### config.mk
export PLATFORM = sky130hd
export DESIGN_NAME = receiver_flat
export DESIGN_NICKNAME = d
export VERILOG_FILES = /design/src/rtl/nextasic_pkg.sv /design/src/rtl/receiver_if.sv /design/src/rtl/receiver.sv /design/src/flat_wrapper.sv
export SDC_FILE = /design/constraint.sdc
export NUM_CORES = 1
export LEC_CHECK = 0
export BUFFER_PORTS_ARGS = -buffer_cell sky130_fd_sc_hd__buf_4
export CAP_MARGIN = 20
export CORE_MARGIN = 2
export CORE_UTILIZATION = 32
export CTS_CLUSTER_DIAMETER = 40
export DETAILED_ROUTE_END_ITERATION = 10
export GPL_TIMING_DRIVEN = 0
export PLACE_DENSITY = 0.56
export REMOVE_ABC_BUFFERS = 1
export SETUP_SLACK_MARGIN = 0.3
export SYNTH_ARGS = -nofsm -noshare
export SYNTH_HDL_FRONTEND = slang
export SYNTH_SLANG_ARGS = --single-unit
### constraint.sdc
create_clock -name clk -period 2.7 [get_ports clk]
set_input_delay 0.27 -clock clk [delete_from_list [all_inputs] [get_ports clk]]
set_output_delay 0.27 -clock clk [all_outputs]
set_load 0.02 [all_outputs]
### src/rtl/nextasic_pkg.sv
// Definitions shared by the 40-bit frame sender and receiver: frame geometry,
// start-bit polarity and the receiver state encoding.
package nextasic_pkg;

    localparam int   FRAME_DATA_BITS = 40;
    localparam logic FRAME_START_BIT = 1'b1;

    typedef enum logic {
        RX_IDLE = 1'b0,
        RX_RECV = 1'b1
    } rx_state_t;

endpackage

### src/rtl/receiver_if.sv
// Downstream side of the receiver: the valid/ready word port plus status flags.
// The receiver drives through master; the consumer connects through slave.
interface receiver_if #(
    parameter int DATA_WIDTH = 40
) ();

    logic [DATA_WIDTH-1:0] out_data;
    logic                  out_valid;
    logic                  out_ready;
    logic                  busy;
    logic                  overrun;

    modport master (
        output out_data,
        output out_valid,
        output busy,
        output overrun,
        input  out_ready
    );

    modport slave (
        input  out_data,
        input  out_valid,
        input  busy,
        input  overrun,
        output out_ready
    );

endinterface

### src/rtl/receiver.sv
// Serial-to-parallel receiver: waits for a start bit, shifts in DATA_WIDTH
// LSB-first bits, then offers the word through a valid/ready holding register.
module receiver
    import nextasic_pkg::*;
#(
    parameter int DATA_WIDTH = FRAME_DATA_BITS
) (
    input  logic      clk,
    input  logic      rst_n,
    input  logic      sin,
    receiver_if.master rx
);

    localparam logic [5:0] LAST_BIT = 6'(DATA_WIDTH - 1);

    rx_state_t             state_reg;
    logic [5:0]            cnt_reg;
    logic [DATA_WIDTH-1:0] shift_reg;
    logic [DATA_WIDTH-1:0] shift_next;
    logic [DATA_WIDTH-1:0] data_reg;
    logic                  valid_reg;
    logic                  overrun_reg;
    logic                  frame_done;
    logic                  load_ok;

    // Shifting right with the new bit at the MSB leaves the first bit at the LSB.
    assign shift_next = {sin, shift_reg[DATA_WIDTH-1:1]};
    assign frame_done = (state_reg == RX_RECV) && (cnt_reg == LAST_BIT);
    // A completed frame may load when the holder is empty or being drained now.
    assign load_ok    = !valid_reg || rx.out_ready;

    always_ff @(posedge clk or negedge rst_n) begin
        if (!rst_n) begin
            state_reg   <= RX_IDLE;
            cnt_reg     <= '0;
            shift_reg   <= '0;
            data_reg    <= '0;
            valid_reg   <= 1'b0;
            overrun_reg <= 1'b0;
        end else begin
            overrun_reg <= 1'b0;

            case (state_reg)
                RX_IDLE: begin
                    if (sin == FRAME_START_BIT) begin
                        state_reg <= RX_RECV;
                        cnt_reg   <= '0;
                    end
                end
                RX_RECV: begin
                    shift_reg <= shift_next;
                    cnt_reg   <= cnt_reg + 6'd1;
                    if (frame_done) begin
                        state_reg <= RX_IDLE;
                    end
                end
                default: state_reg <= RX_IDLE;
            endcase

            if (frame_done && load_ok) begin
                data_reg  <= shift_next;
                valid_reg <= 1'b1;
            end else begin
                if (valid_reg && rx.out_ready) begin
                    valid_reg <= 1'b0;
                end
                if (frame_done) begin
                    overrun_reg <= 1'b1;
                end
            end
        end
    end

    assign rx.out_data  = data_reg;
    assign rx.out_valid = valid_reg;
    assign rx.busy      = (state_reg == RX_RECV);
    assign rx.overrun   = overrun_reg;

endmodule
### src/flat_wrapper.sv
// flat-port wrapper written by rule: the top's interface ports become plain ports
module receiver_flat import nextasic_pkg::*;
#(
    parameter int DATA_WIDTH = FRAME_DATA_BITS
)
  (clk, rst_n, sin, rx_out_data, rx_out_valid, rx_busy, rx_overrun, rx_out_ready);
  receiver_if #(.DATA_WIDTH(DATA_WIDTH)) rx_i ();
  input  logic clk;
  input  logic rst_n;
  input  logic sin;
  output wire logic [$bits(rx_i.out_data)-1:0] rx_out_data;
  output wire logic [$bits(rx_i.out_valid)-1:0] rx_out_valid;
  output wire logic [$bits(rx_i.busy)-1:0] rx_busy;
  output wire logic [$bits(rx_i.overrun)-1:0] rx_overrun;
  input wire logic [$bits(rx_i.out_ready)-1:0] rx_out_ready;
  assign rx_out_data = rx_i.out_data;
  assign rx_out_valid = rx_i.out_valid;
  assign rx_busy = rx_i.busy;
  assign rx_overrun = rx_i.overrun;
  assign rx_i.out_ready = rx_out_ready;
  receiver #(.DATA_WIDTH(DATA_WIDTH)) u_core (.clk(clk), .rst_n(rst_n), .sin(sin), .rx(rx_i));
endmodule
# Word-level counts from Yosys, hierarchy flattened
# Cells that the tools add are included.
[op_classes]
n_addsub = 1
eq_ne = 2
mux = 9
bitwise = 1
n_reduce_logical = 6
[op_table]
columns = ["op", "n"]
rows = [
  ["$pmux 6 s2", 1],
  ["$add 6x1->6 const B", 1],
  ["$eq 6x6->1 const B", 1],
  ["$mux 1", 6],
  ["$mux 6", 1],
  ["$logic_and 1x1->1", 3],
  ["$ne 2x2->1 const B", 1],
  ["$pmux 1 s2", 1],
  ["$reduce_bool 2->1", 1],
  ["$logic_not 1->1", 1],
  ["$logic_or 1x1->1", 1],
  ["$not 1->1", 1],
]
[word_totals]
regBits = 89
out_inout_bits = 43
wordCells = 25

# Depth between registers and ports, before layout
# Gate-level depths: netlist of the first run.
[depth]
depth_word = 4
mapped_depth = 6
mapped_depth_nobuf = 4

# Worst setup path before layout of the first run
# Ideal clock, no wire load.
[synth_timing]
path_kind = "register to register"
startpoint = "register u_core.state_reg, in the netlist u_core.rx.busy"
endpoint = "register u_core.data_reg[0], in the netlist u_core.rx.out_data[0]"
arrival_time_ns = 1.743
slack_ns = 0.831
path_stages_with_launch = 7
n_path_buf = 3
cell_sequence = "dfrtp_1 > buf_2 > nand4_1 > or4b_1 > buf_6 > buf_12 > mux2_4"
[synth_via]
elab_chain_len = 2
[synth_rtl]
columns = ["element", "line_no", "source"]
rows = [
  ["from (decl)", "receiver.sv:16", "rx_state_t state_reg;"],
  ["from (signal assigned)", "receiver.sv:34", "state_reg <= RX_IDLE;"],
  ["from (signal assigned)", "receiver.sv:46", "state_reg <= RX_RECV;"],
  ["from (signal assigned)", "receiver.sv:54", "state_reg <= RX_IDLE;"],
  ["$logic_and 1x1->1", "receiver.sv:28", "assign frame_done = (state_reg == RX_RECV) && (cnt_reg == LAST_BIT);"],
  ["$logic_and 1x1->1", "receiver.sv:60", "if (frame_done && load_ok) begin"],
  ["to (signal assigned)", "receiver.sv:61", "data_reg <= shift_next;"],
  ["to (decl)", "receiver.sv:20", "logic [DATA_WIDTH-1:0] data_reg;"],
]
# No other way between the ends.
# A chain may end at the register's enable or synchronous reset.

# Worst setup path in the final report of the first run
[layout_timing]
startpoint = "register u_core.state_reg, in the netlist u_core.rx.busy"
endpoint = "register u_core.data_reg[30], in the netlist u_core.rx.out_data[30]"
# The elaborated chain is that of the path after synthesis.

==> results.yml, run 1 <==
layout:
  largest_reg_flops: 40
  syn2layout_area_growth_pct: 18.8
  diodes: 0
  fin_area_mm2: 0.00420
  drive_gt1_frac: 0.559
  nNetsFinal: 261
floorplanning:
  row_count: 38
  dieWidth_um: 109
  die_h_um: 109
  die-area_mm2: 0.0119
  start_util: 0.328
  core_area_mm2: 0.0108
  ios: 47
timing:
  rsz0062_at_grt: "true"
  worst_slew_pin_slew_ns: 0.808
  min_period_ns: 2.31
  skew_ns: 0.0127
  max_freq_mhz: 433
  fin_crit_sh: 0.854
  setup-violations-final: 0
  hold_violations: 0
  slew_violations: 0
  slew_headroom: 0.461
synthesis:
  syn_inst: 207
  yosysSeqAreaShare: 0.622
  synth_cell_type_count: 24
  synth_edf_count: 0
  post_synth_main_area_contributors: "dfrtp_1, mux2_4, mux2_2"
  yosys_warnings: 0
  synth_area_leader_cell: "dfrtp_1"
  synth-seq-cells: 88
  netlist.area_leader.share: 0.622
  yosysMostFrequentCell: "dfrtp_1"
  synth_flop_cell: "dfrtp_1"
  netlist_area_mm2: 0.00354
  syn_avg_cell_area_um2: 17.1
  async_reset_ff_frac: 1.00
  netlist_top_cells_count: "dfrtp_1, mux2_4, mux2_2"
routing:
  drtIter0Drc: 65
  wire_per_inst_um: 14.0
  antenna_left: 0
  drc_errors: 0
  vias: 1790
  viasPerCell: 4.46
  wl_um: 5610
  drt_first_pass_iters: 4
worst_hold_path:
  hold_class: "input pin to flop"
  hp-start: "sin"
power:
  pwr-share-comb: 0.326
  worst_ir_drop_vdd_uv: 368
  p_switching_uw: 1530
  total_power_uw: 4810
  internal_power_uw: 3280
  p_seq_frac: 0.477
  power_density_mw_per_mm2: 1140
  sw_frac_of_total: 0.318
  leakage_uw: 0.00210
  clockPowerShare: 0.197
placed_design:
  post-dp-hpwl_um: 3390
  io_buffer_count: 46
  globalplace.congestion: 0.678
  placed_cell_area_mm2: 0.00399
cts:
  path_clk_slew_ns: 0.09
  post-cts-setup-buffers: 0
  cts_tree: "yes"
  clk_path_buf_depth: 2
  cts-root-buf: "clkbuf_8"
  h-tree-depth: 3
  cts_buffers: 9
  post_cts_resized: 0
  cts_sinks: 88
  clk-insertion-delay-late_ns: 0.36
global_route:
  grt_pass1_vias: 1751
  grt_pass1_wl_um: 9190
  grt_antenna_before_repair: 0
  track_usage: 0.103
  grt_max_degree: 50
  grt_remaining_overflow: 0
setup_path:
  critical_path_class: "flop to flop"
  cp_max_fo: 40
  cp.arrival_ns: 2.55
  end_kind: "flop"
  timing.rr.start: "u_core.rx.busy"
  required_ns: 2.94
  startpoint: "u_core.rx.busy"
  start_kind: "flop"
job:
  cap_violations: 0
run_status:
  status: "complete, no violations"
[power by group through the flow]
| stage | Combinational [uW] | Sequential, uW | Clock [uW] |
|---|---|---|---|
| detailed placement | 1590 | 2320 | 0 |
| CTS | 1590 | 2300 | 997 |
| finish | 1570 | 2290 | 947 |
| floorplan | 796 | 2510 | 0 |
| global placement | 1540 | 2330 | 0 |
| global route | 1690 | 2380 | 1050 |
[worst max-delay path, stage by stage (launching register included)]
cell and delay [ns]:
dfrtp_2 0.69, nand4_1 0.18, or4b_4 0.87, mux2_4 0.42
[cell families (layout without fill, tap and decap cells)]
family | after synthesis | after routing | synth area share
multiplexers | 80 | 80 | 0.297
adder cells (fa/ha/maj) | 1 | 1 | 0.00353
buffers and inverters | 11 | 65 | 0.0325
XOR/XNOR | 1 | 1 | 0.00247
AO/OA/AOI/OAI | 9 | 9 | 0.0159
AND/OR/NAND/NOR | 17 | 17 | 0.0269
flip-flops | 88 | 88 | 0.622
[per-stage QoR]
| stage | setup slack (ns) | hold slack (ns) | instances | TNS [ns] | utilization |
|---|---|---|---|---|---|
| 2_1_floorplan | -0.839 | -0.0256 | 196 | -33.57 | - |
| 4_1_cts | 0.357 | 0.139 | 401 | 0 | 0.390 |
| 6_report | 0.393 | 0.161 | 401 | 0 | 0.390 |
| 3_5_place_dp | 0.375 | 0.339 | 384 | 0 | 0.370 |
| 5_1_grt | 0.282 | 0.147 | 401 | 0 | 0.390 |
| 3_3_place_gp | -1.69 | 0.477 | 382 | -67.35 | 0.366 |
[cells in the final DEF (no fill, tap or decap)]
cell            n
dfrtp_2         1
a21oi_1         1
buf_12          2
nand2b_1        4
or2b_1          1
bufinv_16       1
mux2i_1         1
nand4_1         2
a41oi_1         1
dlygate4sd3_1   1
buf_4          46
ha_1            1
xor2_1          1
nand3_1         2
or4b_4          1
clkinv_2        2
mux2_4         40
clkbuf_8       10
dfrtp_1        87
o21a_1          1
inv_6           2
o21ai_0         4
clkinv_4        1
nor2_1          2
o211ai_1        1
nand2_1         4
or3_2           1
o31ai_1         1
mux2_2         39
[area by class of cell]
class / count / area [um2]
Timing Repair Buffer: 49 / 395
Clock buffer: 10 / 138
Tap cell: 140 / 175
Clock inverter: 6 / 66.3
Multi-Input combinational cell: 108 / 1230
Fill cell: 1028 / 6590
Sequential cell: 88 / 2200
[layer usage]
| layer | global-route usage | wire length [um] | vias to the layer above |
|---|---|---|---|
| li1 | - | - | 828 |
| met3 | 0.0305 | 270 | 14 |
| met5 | 0 | 0 | - |
| met4 | 0.0669 | 160 | 0 |
| met2 | 0.136 | 2430 | 40 |
| met1 | 0.145 | 2750 | 908 |
[path summary, 6_finish.rpt]
path	to	slack [ns]	depth (start not counted)
setup / recovery	u_core.rx.out_data[30]	0.39	3
hold / removal	u_core.cnt_reg[2]	0.16	2
setup reg to reg	u_core.rx.out_data[30]	0.39	3
hold reg to reg	u_core.cnt_reg[5]	0.51	1
max in group asynchronous	u_core.rx.out_data[30]	1.60	3
min in group asynchronous	u_core.rx.out_data[22]	0.47	2
[what timing repair did]
action                                  4_1_cts  5_1_grt
endpoints found under the setup margin        0       14
endpoints found under the hold margin        48        0
hold buffers                                  1        0
No activity file was read; power rests on OpenSTA's default activity.
==> run 2: changes to the inputs <==
- ABC_AREA: not set -> 1
- CTS_CLUSTER_SIZE: not set -> 24
==> run 2 against run 1 <==
Compared with the run above:
- worst hold slack better by 0.012 ns
- utilization is 0.47 points lower
- clock skew is 0.0020 ns lower
- maximum frequency is 3.9% higher
- register-to-register slack better by 0.09 ns
- via count is 49% higher
- clock power is 19% lower
- critical path depth is 2 higher
- die area is 0.98% higher
- critical path type unchanged
- largest cell class unchanged
- highest routed layer unchanged
==> results.yml, run 2 <==
global_route:
  grt_pass1_wl_um: 12200
  grt_pass1_vias: 2566
  grt_remaining_overflow: 0
  track_usage: 0.130
  grt_antenna_before_repair: 0
  grt_max_degree: 89
timing:
  slew_violations: 0
  rsz0062_at_grt: "false"
  worst_slew_pin_slew_ns: 1.14
  slew_headroom: 0.236
  max_freq_mhz: 450
  skew_ns: 0.0107
  fin_hold_ws_ns: 0.173
  min_period_ns: 2.22
  setup-violations-final: 0
  hold_violations: 0
  fin_crit_sh: 0.823
  final.setup.tns_ns: 0
layout:
  final_cell_mix: "nand2_1, dfrtp_1, buf_4, nand4_1, clkbuf_8"
  drive_gt1_frac: 0.164
  largest_reg_flops: 40
  nNetsFinal: 434
  final_common_cell: "nand2_1"
  fin_area_mm2: 0.00419
  final_util: 0.385
  syn2layout_area_growth_pct: 17.2
  diodes: 0
synthesis:
  synth_area_leader_cell: "dfrtp_1"
  synth-seq-cells: 88
  synth_cell_type_count: 19
  netlist_top_cells_count: "nand2_1, dfrtp_1, nand4_1"
  netlist_area_mm2: 0.00358
  yosys_warnings: 0
  netlist.area_leader.share: 0.616
  synth_compound_area_frac: 0.0143
  yosysSeqAreaShare: 0.616
  async_reset_ff_frac: 1.00
  synthAdderAreaFrac: 0.00350
  syn_inst: 391
  synth_edf_count: 0
  synth_xor_area_frac: 0
  synth_top_family_by_area: "simple AND/OR/NAND/NOR gates"
  synth_flop_cell: "dfrtp_1"
  synth-simple-area-share: 0.315
  muxShareOfSynthArea: 0
  yosysMostFrequentCell: "nand2_1"
  post_synth_main_area_contributors: "dfrtp_1, nand2_1, nand4_1"
  syn_avg_cell_area_um2: 9.15
routing:
  drc_errors: 0
  drtIter0Drc: 178
  antenna_left: 0
  viasPerCell: 4.65
  drt_first_pass_iters: 4
  vias: 2661
  wl_um: 8010
  wire_per_inst_um: 14.0
setup_path:
  critical_path_class: "flop to flop"
  crit_family: "simple AND/OR/NAND/NOR gates"
  cpMostUsedCell: "nand2_1"
  required_ns: 2.94
  critPathMaxStageDelay_ns: 0.76
  timing.rr.start: "u_core.rx.busy"
  slowest_stage: "dfrtp_4"
  end_kind: "flop"
  start_kind: "flop"
  crit_buf_inv: 0
  startpoint: "u_core.rx.busy"
  cp_max_fo: 47
  path_cells: "nand2_2 > nor2_8 > nand3_2 > nand2_1 > nand2_1"
  cp.arrival_ns: 2.46
cts:
  path_clk_slew_ns: 0.08
  cts_sinks: 88
  h-tree-depth: 3
  clk-insertion-delay-late_ns: 0.35
  clk_path_buf_depth: 2
  post-cts-setup-buffers: 0
  cts_buffers: 9
  cts_tree: "yes"
  cts-root-buf: "clkbuf_8"
placed_design:
  post-dp-hpwl_um: 4150
  globalplace.congestion: 0.672
  placed_cell_area_mm2: 0.00397
  io_buffer_count: 46
worst_hold_path:
  hold_class: "input pin to flop"
  hp-start: "sin"
floorplanning:
  ios: 47
  start_util: 0.328
  die_h_um: 110
  die-area_mm2: 0.0120
  core_area_mm2: 0.0109
  row_count: 38
  dieWidth_um: 110
run_status:
  status: "complete, no violations"
job:
  cap_violations: 0
power:
  leakage_uw: 0.00226
  worst_ir_drop_vdd_uv: 325
  power_density_mw_per_mm2: 1140
run 2: per-layer routing:
metal	track usage	vias up	share of wire	wire [um]
met5	0	-	0	0
met4	0.0488	0	0.012	97
met3	0.0326	8	0.040	320
met2	0.205	53	0.46	3670
met1	0.172	1265	0.49	3920
li1	-	1335	-	-
run 2: stage by stage:
stage          instances  worst slack, ns  total power, uW
2_1_floorplan        366            0.375             3270
3_3_place_gp         552           -0.426             3900
3_5_place_dp         553           0.0825             3960
4_1_cts              567            0.311             4750
5_1_grt              572            0.321             5120
6_report             572            0.479             4770
run 2: area by class of cell:
cell class	instances	area (um2)
inverter	7	26.3
multi-input combinational	274	1220
timing repair buffer	49	410
tap	140	175
fill	1139	6700
sequential	88	2210
clock inverter	4	23.8
clock buffer	10	128
run 2: cell families (layout without fill, tap and decap cells):
group | after synthesis | after routing
AND/OR/NAND/NOR | 261 | 264
adder cells (fa/ha/maj) | 1 | 1
AO/OA/AOI/OAI | 9 | 9
buffers and inverters | 32 | 70
flip-flops | 88 | 88
run 2: repair_timing:
item | 4_1_cts | 5_1_grt
setup endpoints to repair | 40 | 40
hold buffers | 0 | 1
pin swaps | 1 | 2
gates cloned | 0 | 3
endpoints found under the hold margin | 0 | 28
resized for setup | 1 | 0
run 2: final timing paths:
kind | depth (start not counted) | end | slack (ns)
max | 5 | u_core.rx.out_data[13] | 0.48
min | 3 | u_core.shift_reg[39] | 0.17
max reg2reg | 5 | u_core.rx.out_data[13] | 0.48
min reg2reg | 2 | u_core.rx.out_data[21] | 0.47
max in group asynchronous | 3 | u_core.shift_reg[26] | 1.71
min in group asynchronous | 2 | u_core.rx.out_data[10] | 0.37
run 2: worst min-delay path, delay by kind of cell:
| kind | cells | cell delay (ns) |
|---|---|---|
| buffers and inverters | 1 | 0.11 |
| AO/OA/AOI/OAI | 1 | 0.06 |
| AND/OR/NAND/NOR | 1 | 0.05 |
run 2: power breakdown:
group | total (uW) | switching, uW | internal [uW]
sequential | 2320 | 447 | 1880
clock | 771 | 449 | 322
combinational | 1680 | 1050 | 628
total | 4770 | 1940 | 2830
